===== src/rtl/mpu_bus_arbiter.sv =====
// Two-port arbiter for the NT35510 MPU write path: command sequences and pixel bursts
// share one write engine. Pixel bursts are preceded by a RAMWR/RAMWRC header word.
module mpu_bus_arbiter #(
   parameter int unsigned           DATA_WIDTH = 16,
   parameter int unsigned           LEN_WIDTH  = 10,
   parameter logic [DATA_WIDTH-1:0] CMD_RAMWR  = 16'h2C00,
   parameter logic [DATA_WIDTH-1:0] CMD_RAMWRC = 16'h3C00,
   parameter bit                    FAIR       = 1'b1
) (
   input  logic                  i_arst,
   input  logic                  i_sysclk,
   input  logic                  i_cmd_valid,
   input  logic                  i_cmd_dcx,
   input  logic [DATA_WIDTH-1:0] i_cmd_data,
   input  logic                  i_cmd_last,
   output logic                  o_cmd_ready,
   input  logic                  i_pix_req,
   input  logic                  i_pix_cont,
   input  logic [LEN_WIDTH-1:0]  i_pix_len,
   output logic                  o_pix_gnt,
   input  logic                  i_pix_valid,
   input  logic [DATA_WIDTH-1:0] i_pix_data,
   output logic                  o_pix_ready,
   output logic                  o_bus_valid,
   output logic                  o_bus_dcx,
   output logic [DATA_WIDTH-1:0] o_bus_data,
   input  logic                  i_bus_ready,
   output logic [1:0]            o_grant,
   output logic                  o_busy
);

   typedef enum logic [1:0] {S_IDLE, S_CMD, S_HDR, S_PIX} state_t;
   typedef enum logic {OWN_CMD, OWN_PIX} owner_t;

   localparam logic [LEN_WIDTH-1:0] LEN_ONE = LEN_WIDTH'(1);

   state_t                 state_q, state_d;
   owner_t                 last_owner_q, last_owner_d;
   logic [LEN_WIDTH-1:0]   len_q, len_d;
   logic                   cont_q, cont_d;
   logic                   pix_gnt_q, pix_gnt_d;
   logic                   cmd_wins;

   // NOTE: state registers use non-blocking assignments so every flop samples
   // pre-edge values regardless of process ordering.
   always_ff @(posedge i_sysclk or posedge i_arst) begin
      if (i_arst) begin
         state_q      <= S_IDLE;
         last_owner_q <= OWN_PIX;
         len_q        <= '0;
         cont_q       <= 1'b0;
         pix_gnt_q    <= 1'b0;
      end else begin
         state_q      <= state_d;
         last_owner_q <= last_owner_d;
         len_q        <= len_d;
         cont_q       <= cont_d;
         pix_gnt_q    <= pix_gnt_d;
      end
   end

   // Command takes the slot when alone, when fairness is off, or when pixel went last.
   assign cmd_wins = i_cmd_valid && (!i_pix_req || (FAIR == 1'b0) || (last_owner_q == OWN_PIX));

   always_comb begin
      // NOTE: every combinational output gets a default first so no path infers a latch.
      state_d      = state_q;
      last_owner_d = last_owner_q;
      len_d        = len_q;
      cont_d       = cont_q;
      pix_gnt_d    = 1'b0;
      o_bus_valid  = 1'b0;
      o_bus_dcx    = 1'b0;
      o_bus_data   = '0;
      o_cmd_ready  = 1'b0;
      o_pix_ready  = 1'b0;

      case (state_q)
         S_IDLE: begin
            if (cmd_wins) begin
               state_d = S_CMD;
            end else if (i_pix_req) begin
               state_d   = S_HDR;
               pix_gnt_d = 1'b1;
               len_d     = i_pix_len;
               cont_d    = i_pix_cont;
            end
         end
         S_CMD: begin
            o_bus_valid = i_cmd_valid;
            o_bus_dcx   = i_cmd_dcx;
            o_bus_data  = i_cmd_data;
            o_cmd_ready = i_bus_ready;
            if (i_cmd_valid && i_bus_ready && i_cmd_last) begin
               state_d      = S_IDLE;
               last_owner_d = OWN_CMD;
            end
         end
         S_HDR: begin
            o_bus_valid = 1'b1;
            o_bus_data  = cont_q ? CMD_RAMWRC : CMD_RAMWR;
            if (i_bus_ready) begin
               if (len_q == '0) begin
                  state_d      = S_IDLE;
                  last_owner_d = OWN_PIX;
               end else begin
                  state_d = S_PIX;
               end
            end
         end
         S_PIX: begin
            o_bus_valid = i_pix_valid;
            o_bus_dcx   = 1'b1;
            o_bus_data  = i_pix_data;
            o_pix_ready = i_bus_ready;
            if (i_pix_valid && i_bus_ready) begin
               len_d = len_q - LEN_ONE;
               if (len_q == LEN_ONE) begin
                  state_d      = S_IDLE;
                  last_owner_d = OWN_PIX;
               end
            end
         end
         default: state_d = S_IDLE;
      endcase
   end

   assign o_pix_gnt = pix_gnt_q;
   assign o_busy    = (state_q != S_IDLE);
   assign o_grant   = (state_q == S_CMD)                         ? 2'b01 :
                      ((state_q == S_HDR) || (state_q == S_PIX)) ? 2'b10 : 2'b00;

endmodule


===== config.mk =====
export PLATFORM = sky130hd
export DESIGN_NAME = mpu_bus_arbiter
export DESIGN_NICKNAME = d
export VERILOG_FILES = /design/src/rtl/mpu_bus_arbiter.sv
export SDC_FILE = /design/constraint.sdc
export NUM_CORES = 1
export LEC_CHECK = 0
export ABC_AREA = 1
export CAP_MARGIN = 20
export CELL_PAD_IN_SITES_DETAIL_PLACEMENT = 0
export CELL_PAD_IN_SITES_GLOBAL_PLACEMENT = 1
export CORE_MARGIN = 4
export CORE_UTILIZATION = 26
export CTS_BUF_LIST = sky130_fd_sc_hd__clkbuf_16
export DETAILED_ROUTE_END_ITERATION = 6
export PLACE_DENSITY = 0.95
export SLEW_MARGIN = 20
export SYNTH_ARGS = -nofsm -noshare
export SYNTH_HDL_FRONTEND = slang
export SYNTH_SLANG_ARGS = --single-unit
export TNS_END_PERCENT = 20

===== constraint.sdc =====
create_clock -name i_sysclk -period 2.3 [get_ports i_sysclk]
set_input_delay 0.23 -clock i_sysclk [delete_from_list [all_inputs] [get_ports i_sysclk]]
set_output_delay 0.23 -clock i_sysclk [all_outputs]
set_load 0.01 [all_outputs]

## After elaboration in Yosys (flattened, before gate mapping)

Index checks and enable logic that the tools add are counted.

- Bitwise gates (word level): 1
- Reductions and logical operators: 16
- Mux-type cells: 29
- $add $sub $neg: 1
- Eq/ne operators: 12

Operators by type and width:

| cell | count |
|---|---|
| 16-bit case mux with 3 select lines | 1 |
| 10-bit 2-to-1 mux | 3 |
| 10-bit case mux with 2 select lines | 1 |
| 2-bit 2-to-1 mux | 9 |
| 2-bit != test (second input constant) | 7 |
| 13-bit 2-to-1 mux | 1 |
| 10-bit by 1-bit == test with 1-bit output (second input constant) | 1 |
| 10-bit zero test | 1 |
| 1-bit 2-to-1 mux | 10 |
| 10-bit by 1-bit subtractor with 10-bit output (second input constant) | 1 |
| 2-bit case mux with 4 select lines | 1 |
| 1-bit case mux with 3 select lines | 2 |
| 6-bit AND reduction | 1 |
| 5-bit AND reduction | 1 |
| 2-bit == test (second input constant) | 2 |
| 1-bit logical AND | 4 |
| 4-bit AND reduction | 1 |
| 2-bit nonzero test | 2 |
| 3-bit != test (second input constant) | 1 |
| 3-bit AND reduction | 1 |
| 3-bit nonzero test | 1 |
| 2-bit by 1-bit == test with 1-bit output (second input constant) | 1 |
| 2-bit zero test | 1 |
| 1-bit logical OR | 2 |
| other kinds (3) | 3 |

- Input bits: 51
- Output and inout bits: 24
- Word-level logic and storage cells: 64
- Register bits: 15

## Longest topological paths before layout

Gate-level depths: netlist (run 1).

- Depth in word-level cells: 5
- Gate-level depth with buffers: 10
- Gate-level depth less buffers: 10

## Least setup slack after synthesis (run 1)

Ideal clock, no wire load.

- Path kind: register to output
- Start: register state_q[1]
- End: output port o_bus_data[10]
- Stages on the path, launching flop included: 6
- Arrival: 1.124 ns
- Required time: 2.070 ns
- Path slack: 0.946 ns
- Path buffers: 2
- Cell sequence: dfrtp_1 > buf_6 > nand2_2 > inv_2 > buf_6 > a221o_1

- Cells in the longest elaborated chain, start to end: 2
- Elaborated cells on any way between the ends: 4
- Classes of those cells: eq/ne (3); mux (1)

RTL lines:

| element | line | source |
|---|---|---|
| start: declaration | 37 | `state_t state_q, state_d;` |
| start signal: assignment | 54 | `state_q <= state_d;` |
| 2-bit == test or 2-bit by 1-bit == test with 1-bit output (tied branches) | 78 | `case (state_q)` |
| 16-bit case mux with 3 select lines * | 78 |  |
| end: declaration | 26 | `output logic [DATA_WIDTH-1:0] o_bus_data,` |

Mark *: on every way between the ends. The rest lies on a longest branch, timed or not.

## Worst setup path after layout (run 1)

- Start: register state_q[1]
- End: output port o_bus_data[12]

Same word-level chain as after synthesis.

==> results of run 1 <==
## worst paths after layout
check | cells past startpoint | to | slack [ns] | start
max | 5 | o_bus_data[12] | 0.19 | state_q[1]
min | 2 | len_q[1] | 0.34 | i_arst
max reg2reg | 9 | len_q[5] | 0.53 | state_q[1]
min reg2reg | 2 | len_q[9] | 0.48 | len_q[9]
max in group asynchronous | 2 | state_q[1] | 1.58 | i_arst
min in group i_sysclk | 2 | len_q[9] | 0.48 | len_q[9]
## registers in the layout, indices dropped and copies added, names as in the netlist
| signal | count |
|---|---|
| cont_q | 1 |
| last_owner_q | 1 |
| len_q | 10 |
| o_pix_gnt | 1 |
| state_q | 2 |
## critical path: stages, from the launching register on
cell	delay, ns
dfrtp_1	0.52
inv_1	0.10
nor2_1	0.30
nand2_1	0.09
nand3_1	0.09
clkdlybuf4s50_1	0.54
## cell type report
cell class	count	area, um2	share of cell area [%]
clock buffers	3	75.07	3.561
clock inverters	1	3.754	0.1780
inverters	24	90.09	4.273
multi-input cells	135	706.9	33.53
flip-flops and latches	15	376.6	17.86
well taps	52	65.06	3.086
repair buffers	79	790.8	37.51
## logic make-up after synthesis
group / share of synthesized area, %
compound gates: 23.46
xor+xnor: 0.7079
simple gates: 30.94
fa+ha+maj: 2.022
buf+inv: 12.44
flops: 30.44
## through the flow
step	cells	cell area [um2]	power [W]
after floorplan	183	1237	0.001451
final	309	2108	0.002416
after global routing	309	2108	0.002632
after detailed placement	303	2002	0.002052
after CTS	307	2081	0.002400
after global placement	303	2002	0.002038
## Yosys cell counts
master	instances
nand2_1	65
inv_1	22
dfrtp_1	14
a22o_1	12
o21ai_0	12
nand3_1	11
nor2_1	8
o21ai_1	4
a221o_1	3
buf_2	3
buf_6	3
a21oi_1	2
clkbuf_1	2
ha_1	2
inv_2	2
nand2_2	2
nor2_2	2
nor2_4	2
o211ai_1	2
o22ai_1	2
a21boi_0	1
a21oi_2	1
a31oi_2	1
buf_4	1
dfstp_2	1
o2bb2ai_1	1
or2_0	1
xnor2_1	1
## layer usage
metal / wire [um] / vias to the layer above / part of all wire (%)
met3: 156 / 7 / 3.8
met5: 0 / - / 0
met2: 1954 / 28 / 48
met1: 1903 / 621 / 47
met4: 70 / 0 / 1.7
li1: - / 741 / -
## power groups by stage
stage,clock (W),sequential [W],combinational [W]
after CTS,0.000345,0.000505,0.00155
after detailed placement,0,0.000507,0.00155
after global placement,0,0.000501,0.00154
after floorplan,0,0.000466,0.000985
after global routing,0.000359,0.000522,0.00175
final,0.000334,0.000508,0.00157
## what timing repair did
item | 4_1_cts | 5_1_grt
resized for setup | 0 | 0
setup endpoints to repair | 0 | 1
setup buffers | 0 | 2
==> summary.md, run 1 <==
| Metric | Value |
|---|---|
| Commonest cells after routing, fill and taps aside | `74 x clkdlybuf4s50_1, 65 x nand2_1, 23 x inv_1` |
| Critical Path AT | `around 1.9 ns` |
| Setup violations, final | `0` |
| Final hold viol count | `0` |
| Min Hold Slack | `0.3422 ns` |
| Leak | `roughly 0.94 nW` |
| Via count | `about 1400` |
| Num ports | `between 70 and 80` |
| Core Util, Final | `a little under half` |
| H-tree depth | `1` |
| Place WS | `~0.36 ns` |
| Logic pwr share | `about two thirds` |
| Final WS setup | `0.1894 ns` |
| Switching share of power | `41.84%` |
| HPWL after detailed placement | `~3.3 mm` |
| Core area | `roughly 4500 um2` |
| CP endpoint kind | `output pin` |
| Syn nets | `between 200 and 250` |
| # hold bufs at CTS | `0` |
| Setup TNS | `0 ns` |
| First-pass GRT wire length | `6.555 mm` |
| CTS clk-pin slew, worst paths | `approximately 0.05 ns` |
| Max-slew headroom | `around 60%` |
| Max cap viols | `0` |
| Min Tclk post-route | `2.111 ns` |
| Run status | `finished clean` |
| DRC errors left | `0` |
| Clock Latency Late Sink | `roughly 0.25 ns` |
| GR peak layer | `met2` |
| Seq pwr share | `about a fifth` |
| Vias per cell | `approximately 4.5` |
| Net Sw Power | `just over 0.001 W` |
| Routed WL | `about 4.1 mm` |
| Routed length per placed instance | `approximately 13 um` |
| Layout fillers | `443` |
| Startpoint Class | `flip-flop` |
| M1 GR Usage | `approximately 18%` |
| Die Area | `about 6000 um2` |
| Worst vdd ir | `0.6365 mV` |
| Worst EP required | `between 2 and 2.5 ns` |
| Hold WC Path Type | `in2async` |
| Final Skew | `roughly 0.0016 ns` |
| Starting Density | `between 20% and 30%` |
| Mapped Area | `1237 um2` |
| Synth-to-Final Area Change | `70.37%` |
| Worst-Margin Slew | `between 0.5 and 0.6 ns` |
| DRT antenna net count | `0` |
| P_int | `~0.0014 W` |
| Largest net degree at the start of global routing | `20` |
| Final Cycle Share | `about 92%` |
| Row count | `24` |
| Largest area contributor in the netlist | `dfrtp_1` |
| Antenna diode count | `0` |
| Placer congestion estimate | `0.7752` |
| CTS tree | `yes` |
| Synth warn | `0` |
| Clk sinks | `15` |
| Pre-antenna DRT Iters | `4` |
| Register bit total from synthesis | `15` |
| Root Buffer | `clkbuf_16` |
| Distinct cells, synth | `28` |
| CP max FO | `8` |
| Die Height | `roughly 77 um` |
| GRT Overall Usage | `around 14%` |
| Seq/Total Area, Yosys | `between 30% and 40%` |
| CTS Buf Count | `3` |
| Pwr per Cell Area | `1146 nW/um2` |
| Port Buffers | `74` |
| Count of pins over their slew limit | `0` |
| Syn Inst Count | `183` |
| Yosys top cell area share | `28.31%` |
| Die W | `about 77 um` |
| Synth Area per Inst | `around 6.8 um2` |
| RSZ-0062 raised after global routing | `false` |
| DR iter-0 viols | `88` |
| Clock share of power | `13.8%` |
| Global routing usage on met2 | `22.39%` |
| Clk buf depth | `2` |
| Crit Path Class | `reg2out` |
| Gr ovfl total | `0` |
| Layout cells sized above 1 | `7.393%` |
| Number of global-route vias before repair | `~1400` |
| Layout Nets | `between 300 and 400` |
| F_max | `about 470 MHz` |
| Initial antenna violation count | `0` |
| Commonest non-fill, non-tap cell in the layout | `clkdlybuf4s50_1` |
| Largest cells by area after synthesis | `dfrtp_1 28%, nand2_1 20%, a22o_1 8.5%` |
| Met3 Track Usage GR | `between 3 and 4%` |
Power figures use the tool's default switching activity.
==> inputs of run 2 (changes only) <==
- CTS_CLUSTER_DIAMETER: not set -> 150
==> results of run 2 <==
Same layout as run 1: the final DEF is identical, and so are final timing and power.
